<file path="src/rtl/dna_pkg.sv">
// Shared definitions for the differential frame encoder.
//   digit_t   : one 2-bit symbol
//   state_t   : frame controller FSM states
//   DNA_N_DEF : default number of digits per word
package dna_pkg;

  typedef logic [1:0] digit_t;

  typedef enum logic [1:0] {
    IDLE  = 2'd0,
    RUN   = 2'd1,
    DRAIN = 2'd2
  } state_t;

  localparam int DNA_N_DEF = 8;

endpackage

</file>
<file path="src/rtl/diff_chain_core.sv">
// Combinational mod-4 differential encoder for one word.
//   word       : N 2-bit digits, MS digit first in sequence
//   prev_digit : digit preceding the MS digit (seed or previous word's LS digit)
//   enc        : enc digit i = word digit i minus the digit before it, wrapping mod 4
module diff_chain_core
  import dna_pkg::*;
#(
  parameter int N = DNA_N_DEF
) (
  input  logic [2*N-1:0] word,
  input  digit_t         prev_digit,
  output logic [2*N-1:0] enc
);

  // The MS digit differences against the digit carried in from outside the word.
  assign enc[2*N-1 -: 2] = word[2*N-1 -: 2] - prev_digit;

  for (genvar i = 0; i < N - 1; i++) begin : g_diff
    assign enc[2*i +: 2] = word[2*i +: 2] - word[2*i+2 +: 2];
  end

endmodule

</file>
<file path="src/rtl/diff_frame_ctrl.sv">
// Frame controller around the differential encoder.
//   cfg_start/cfg_len/cfg_seed : start a frame of cfg_len words, seeded with cfg_seed
//   cfg_abort                  : drop the current frame, back to IDLE
//   in_valid/in_ready/in_word  : input word stream
//   out_valid/out_ready/out_word/out_last : encoded stream, one output register
//   busy     : not IDLE
//   done     : pulse after the last word is taken downstream
//   err_len0 : pulse when a start is rejected for cfg_len==0
module diff_frame_ctrl
  import dna_pkg::*;
#(
  parameter int N     = DNA_N_DEF,
  parameter int LEN_W = 8
) (
  input  logic             clk,
  input  logic             rst_n,
  input  logic             cfg_start,
  input  logic [LEN_W-1:0] cfg_len,
  input  logic [1:0]       cfg_seed,
  input  logic             cfg_abort,
  input  logic             in_valid,
  output logic             in_ready,
  input  logic [2*N-1:0]   in_word,
  output logic             out_valid,
  input  logic             out_ready,
  output logic [2*N-1:0]   out_word,
  output logic             out_last,
  output logic             busy,
  output logic             done,
  output logic             err_len0
);

  state_t           state;
  logic [LEN_W-1:0] len;
  logic [LEN_W-1:0] cnt;
  digit_t           prev;
  logic [2*N-1:0]   enc;
  logic             accept;
  logic             out_hs;
  logic             last_word;

  diff_chain_core #(.N(N)) u_core (
    .word      (in_word),
    .prev_digit(prev),
    .enc       (enc)
  );

  // Output register may refill in the same cycle it is drained, so no bubbles.
  assign in_ready  = (state == RUN) && (!out_valid || out_ready);
  assign accept    = in_valid && in_ready;
  assign out_hs    = out_valid && out_ready;
  assign last_word = (cnt == len - 1'b1);
  assign busy      = (state != IDLE);

  always_ff @(posedge clk or negedge rst_n) begin
    if (!rst_n) begin
      state     <= IDLE;
      len       <= '0;
      cnt       <= '0;
      prev      <= '0;
      out_word  <= '0;
      out_valid <= 1'b0;
      out_last  <= 1'b0;
      done      <= 1'b0;
      err_len0  <= 1'b0;
    end else begin
      done     <= 1'b0;
      err_len0 <= 1'b0;
      if (cfg_abort) begin
        state     <= IDLE;
        out_valid <= 1'b0;
        out_last  <= 1'b0;
      end else begin
        case (state)
          IDLE: begin
            if (cfg_start) begin
              if (cfg_len != '0) begin
                len   <= cfg_len;
                prev  <= cfg_seed;
                cnt   <= '0;
                state <= RUN;
              end else begin
                err_len0 <= 1'b1;
              end
            end
          end
          RUN: begin
            if (accept) begin
              out_word  <= enc;
              out_valid <= 1'b1;
              out_last  <= last_word;
              prev      <= in_word[1:0];
              cnt       <= cnt + 1'b1;
              if (last_word) state <= DRAIN;
            end else if (out_hs) begin
              out_valid <= 1'b0;
              out_last  <= 1'b0;
            end
          end
          DRAIN: begin
            // The output register holds the last word until it is taken.
            if (out_hs) begin
              out_valid <= 1'b0;
              out_last  <= 1'b0;
              done      <= out_last;
              state     <= IDLE;
            end
          end
          default: state <= IDLE;
        endcase
      end
    end
  end

endmodule

</file>
<file path="config.mk">
export PLATFORM = sky130hd
export DESIGN_NAME = diff_frame_ctrl
export DESIGN_NICKNAME = d
export VERILOG_FILES = /design/src/rtl/dna_pkg.sv /design/src/rtl/diff_chain_core.sv /design/src/rtl/diff_frame_ctrl.sv
export SDC_FILE = /design/constraint.sdc
export NUM_CORES = 1
export LEC_CHECK = 0
export BUFFER_PORTS_ARGS = -buffer_cell sky130_fd_sc_hd__buf_2
export CAP_MARGIN = 20
export CORE_MARGIN = 4
export CORE_UTILIZATION = 50
export CTS_CLUSTER_SIZE = 40
export DETAILED_ROUTE_END_ITERATION = 6
export GPL_TIMING_DRIVEN = 0
export PLACE_DENSITY_LB_ADDON = 0.08
export SLEW_MARGIN = 20
export SYNTH_ARGS = -nofsm -noshare
export SYNTH_HDL_FRONTEND = slang
export SYNTH_SLANG_ARGS = --single-unit
</file>
<file path="constraint.sdc">
create_clock -name clk -period 1.97 [get_ports clk]
set_clock_uncertainty 0.1 [all_clocks]
set_input_delay 0.0985 -clock clk [delete_from_list [all_inputs] [get_ports clk]]
set_output_delay 0.0985 -clock clk [all_outputs]
set_load 0.005 [all_outputs]
</file>
==> results of run 1 <==
timing repair:
action,CTS,global route
hold buffers,14,0
gates resized for setup,5,17
setup buffers,0,1
pin swaps,1,3
endpoints found under the hold margin,53,0
setup endpoints to repair,14,22
final cells by class:
type	instances	share of cell area, %
clock inverter	2	1.19
tap	52	2.21
buffer	4	0.850
clock buffer	6	2.47
multi-input combinational	167	43.6
inverter	12	1.53
timing repair buffer	68	14.0
sequential	40	34.1
power by group through the flow:
stage,clock [uW],combinational (uW),sequential (uW)
after global placement,0,656,1120
after floorplan,0,408,1120
after global routing,708,836,1140
final,659,750,1110
after detailed placement,0,667,1120
after CTS,676,700,1110
metrics by stage:
stage	std cells	instance area, sq um	setup TNS, ns
after detailed placement	328	2610	-1.41
after CTS	350	2870	0
after global routing	351	2940	-0.0532
after global placement	328	2610	-1.33
final	351	2940	0
after floorplan	223	2280	0
worst min-delay path, stage by stage:
cell and delay [ns]:
buf_2 0.09, ha_1 0.11, o21ai_0 0.07
cell families after synthesis:
group / synth area share [%]
buffers and inverters: 3.02
adders and majority gates: 5.50
DFF: 44.0
xor gates and xnor gates: 11.5
and+or+nand+nor: 16.7
AOI/OAI and AO/OA: 10.7
muxes: 8.52
worst paths after layout:
check                            start  depth (start not counted)  slack [ns]           end
max                           state[1]                          5         0.1      state[1]
min                        in_word[14]                          3        0.02  out_word[12]
max reg2reg                   state[1]                          5         0.1      state[1]
min reg2reg                out_word[6]                          2        0.41   out_word[6]
max in group asynchronous        rst_n                          2        0.81      state[0]
min in group asynchronous        rst_n                          2        0.36   out_word[5]
synthesized netlist by cell type (2+ instances only):
cell | instances | area share (%)
mux2_2 | 7 | 3.5
or2_2 | 5 | 1.4
dfrtp_1 | 40 | 44
nor2_1 | 12 | 2.0
nor3b_1 | 3 | 0.99
nor2_2 | 2 | 0.55
nand2_1 | 20 | 3.3
inv_1 | 12 | 2.0
xnor2_1 | 29 | 11
nand3_1 | 4 | 0.88
nand4_1 | 7 | 1.9
or4_4 | 2 | 0.99
mux2_4 | 7 | 4.6
nor4_1 | 3 | 0.82
ha_1 | 10 | 5.5
nor3_1 | 3 | 0.66
nor2b_1 | 3 | 0.82
and2_1 | 2 | 0.55
nand2b_1 | 2 | 0.55
a31oi_1 | 4 | 1.1
o21ai_0 | 29 | 6.4
routing by layer:
layer	wire length (microns)	share of wire [%]
met4	78	1.5
met5	0	0
met2	2550	50
met3	315	6.2
met1	2160	42
sequential cells by signal, indices dropped and copies added (netlist names), 2 cells and up:
register  count
prev          2
out_word     16
state         2
len           8
cnt           8
==> flow_summary.ini, run 1 <==
[grt]
antenna_found_initial = 0
grt_max_degree = 41
use_met2_pct = 32.6
grt.overflow.total = 0
met3_usage_pct = 4.22
top_usage_layer = met2
use_met1_pct = 22.4
grt_pass1_vias = 1813
grt.total_usage_pct = 18.5
grt_pass1_wl_microns = 7980

[power_and_ir_drop]
finalPower_uw = 2520
powerDensity_mw_per_mm2 = 857
pwr-share-seq_pct = 44.2
power.leakage_uw = 0.00133
combPwrFrac_pct = 29.7
p_sw_share_pct = 29.5
peakVddDrop_mv = 0.594
pwr-share-clk_pct = 26.1
switching_power_uw = 745
intPower_uw = 1780

[placed_design]
place_ws_ns = -0.150
numPortBuffers = 53
hpwl_microns = 3510
place_congestion = 0.761

[die]
start_util_pct = 51.9
die_h_microns = 75.5
fp.coreArea_sq_mm = 0.00438
num_rows = 24
dieArea_sq_mm = 0.00569
ios = 54
die_x_microns = 75.5

[synthesis]
synth_cells = 223
synth_seq_cells = 40
yosys_warnings = 0
async_flop_share_pct = 100
ys.flop_type = dfrtp_1
synth_area_sq_mm = 0.00228
syn_nets = 265
synth_cell_types = 38
synth.yosys.seq_area_share_pct = 44.0
syn_avg_cell_area_sq_um = 10.2
synth_edf_count = 0

[finish]
layout.nets = 340
register_area_sq_mm = 0.00100
num_antenna_cells = 0
synthToLayoutAreaGrowth_pct = 29.3
fin_util_pct = 67.1
multi_input_area_sq_mm = 0.00128
drive_gt1_share_pct = 34.1
final_cell_mix = buf_2, dfrtp_1, xnor2_1, o21ai_0, nand2_1
final_common_cell = buf_2
nFillCells = 369

[route]
drc_errors = 0
drt-pass1-iter-count = 4
post_drt_wl_per_cell_microns = 14.5
wl_microns = 5110
via_per_inst = 5.48
dr.first_iter.drc_count = 62
vias = 1924
antenna_left = 0

[sta]
rsz0062_at_grt = true
finalSetupViolations = 0
tightest_slew_ns = 0.880
whs_ns = 0.0177
fin_crit_sh_pct = 95.0
slew_headroom_pct = 41.4
final.setup.worst_slack_ns = 0.0991
fmax_mhz = 534
finalMaxSlewViolations = 0
period_needed_ns = 1.87
finalHoldViolCount = 0

[clocking]
clock_path_buffers = 2
htreeDepth = 2
clkSinkCount = 40
tritoncts = done
clkSlewWorstSetupHoldPaths_ns = 0.08
clock_latency_ns = 0.29
root_buffer = clkbuf_8
numCtsBuffers = 5

[worst_setup_path]
start_kind = register
path_class = reg -> reg
slowest_stage = dfrtp_2
path_buf_inv = 0
worstPathMaxFanout = 10
critPathRequiredTime_ns = 2.07
path_cells = and2b_2 > nand3_4 > nor4_4 > nand4_1 > a221oi_2
endpoint_kind = register
arrival_ns = 1.97
crit_family = simple AND/OR/NAND/NOR gates
slowest_delay_ns = 0.45

[run_status]
status = complete, no violations

[hold_path]
worst_hold_path_type = in -> reg

[run]
maxCapViolations = 0
Power figures use the tool's default switching activity.
==> run 2, diff against run 1 <==
--- a/config.mk
+++ b/config.mk
@@ -13,6 +13,7 @@
 export DETAILED_ROUTE_END_ITERATION = 6
 export GPL_TIMING_DRIVEN = 0
 export PLACE_DENSITY_LB_ADDON = 0.08
+export REMOVE_ABC_BUFFERS = 1
 export SLEW_MARGIN = 20
 export SYNTH_ARGS = -nofsm -noshare
 export SYNTH_HDL_FRONTEND = slang
==> flow_summary.ini, run 2 (synthesis results as in run 1) <==
[route]
vias = 1907
drt-pass1-iter-count = 4
post_drt_wl_per_cell_microns = 14.3
antenna_left = 0
dr.first_iter.drc_count = 89
drc_errors = 0
wl_microns = 5100
via_per_inst = 5.34

[placed_design]
dp_cells = 324
numPortBuffers = 53
hpwl_microns = 3520
place_congestion = 0.726

[sta]
finalHoldViolCount = 0
rsz0062_at_grt = true
finalMaxSlewViolations = 0
whs_ns = 0.0340
fin_crit_sh_pct = 98.7
finalSetupViolations = 0
tightest_slew_ns = 0.884
slew_headroom_pct = 41.1
period_needed_ns = 1.95
fmax_mhz = 514

[die]
dieArea_sq_mm = 0.00569
fp.coreArea_sq_mm = 0.00438
die_h_microns = 75.5
ios = 54
start_util_pct = 51.9
num_rows = 24
die_x_microns = 75.5

[finish]
layout.nets = 346
largest-register = out_word
multi_input_area_sq_mm = 0.00130
final_common_cell = buf_2
register_area_sq_mm = 0.00100
drive_gt1_share_pct = 36.7
final_cell_mix = buf_2, dfrtp_1, o21ai_0, xnor2_1, nand2_1
largestRegisters = out_word: 16 flops, cnt: 8 flops, len: 8 flops
largest_register_ffs = 16
synthToLayoutAreaGrowth_pct = 33.0
nFillCells = 374
fin_cells = 357
num_antenna_cells = 0

[clocking]
clock_latency_ns = 0.29
root_buffer = clkbuf_8
clkSlewWorstSetupHoldPaths_ns = 0.08
tritoncts = done
clkSinkCount = 40
clock_path_buffers = 2
htreeDepth = 2
numCtsBuffers = 5

[grt]
use_met1_pct = 22.3
top_usage_layer = met2
grt.overflow.total = 0
grt_pass1_vias = 1819
grt_max_degree = 41
met3_usage_pct = 3.03
grt.total_usage_pct = 18.8
grt_pass1_wl_microns = 8140
use_met2_pct = 34.6
antenna_found_initial = 0

[worst_setup_path]
endpoint_kind = register
worstPathMaxFanout = 3
path_class = reg -> reg
critPathRequiredTime_ns = 2.07
start_kind = register
arrival_ns = 2.05

[hold_path]
worst_hold_path_type = in -> reg

[run]
maxCapViolations = 0

[power_and_ir_drop]
power.leakage_uw = 0.00138
powerDensity_mw_per_mm2 = 860
peakVddDrop_mv = 0.610

[run_status]
status = complete, no violations
run 2: cell type report:
class	instances	share of cell area [%]
Clock buffer	7	3.18
Clock inverter	1	0.992
Inverter	12	1.49
Multi-Input combinational cell	167	42.9
Sequential cell	40	33.1
Tap cell	52	2.15
Timing Repair Buffer	78	16.1
run 2: metrics by stage:
stage / util (%) / area (sq um) / TNS, ns / power [uW] / setup WS (ns)
floorplan: - / 2250 / -0.439 / 1520 / -0.0973
global placement: 58.9 / 2580 / -13.06 / 1770 / -0.657
detailed placement: 58.9 / 2580 / -15.06 / 1790 / -0.705
CTS: 66.8 / 2930 / 0 / 2560 / 0.0104
global route: 69.1 / 3030 / -0.0885 / 2760 / -0.0633
finish: 69.1 / 3030 / 0 / 2600 / 0.0247
run 2: critical path, stage by stage (launching register included):
cell      delay (ns)
dfrtp_2         0.43
inv_2           0.08
ha_4            0.15
nor3b_4         0.22
xnor2_2         0.10
nor4_4          0.23
nand4_1         0.25
a221oi_2        0.29
run 2: worst paths after layout:
kind                               from  cells past startpoint  slack (ns)      endpoint
max                              len[0]                      7        0.02      state[1]
min                         in_word[12]                      3        0.03  out_word[10]
max reg2reg                      len[0]                      7        0.02      state[1]
min reg2reg                out_word[11]                      1        0.40  out_word[11]
max in group asynchronous         rst_n                      2        0.80        len[0]
min in group asynchronous         rst_n                      2        0.37   out_word[7]
run 2: power breakdown:
part           leakage, uW  total, uW  internal, uW  switching (uW)
clock network    0.0000645        722           447             275
logic             0.000812        768           436             332
registers         0.000500       1110           990             125
total              0.00138       2600          1870             732
run 2: per-layer routing:
| metal | vias to the layer above | wire (microns) |
|---|---|---|
| met2 | 47 | 2580 |
| met4 | 0 | 89 |
| met1 | 910 | 2170 |
| li1 | 939 | - |
| met3 | 11 | 260 |
| met5 | - | 0 |
run 2: timing repair:
action / 4_1_cts / 5_1_grt
hold buffers: 14 / 0
setup endpoints to repair: 29 / 25
pin swaps: 4 / 4
gates resized for setup: 10 / 13
endpoints found under the hold margin: 53 / 0
buffers inserted: 5 / 6
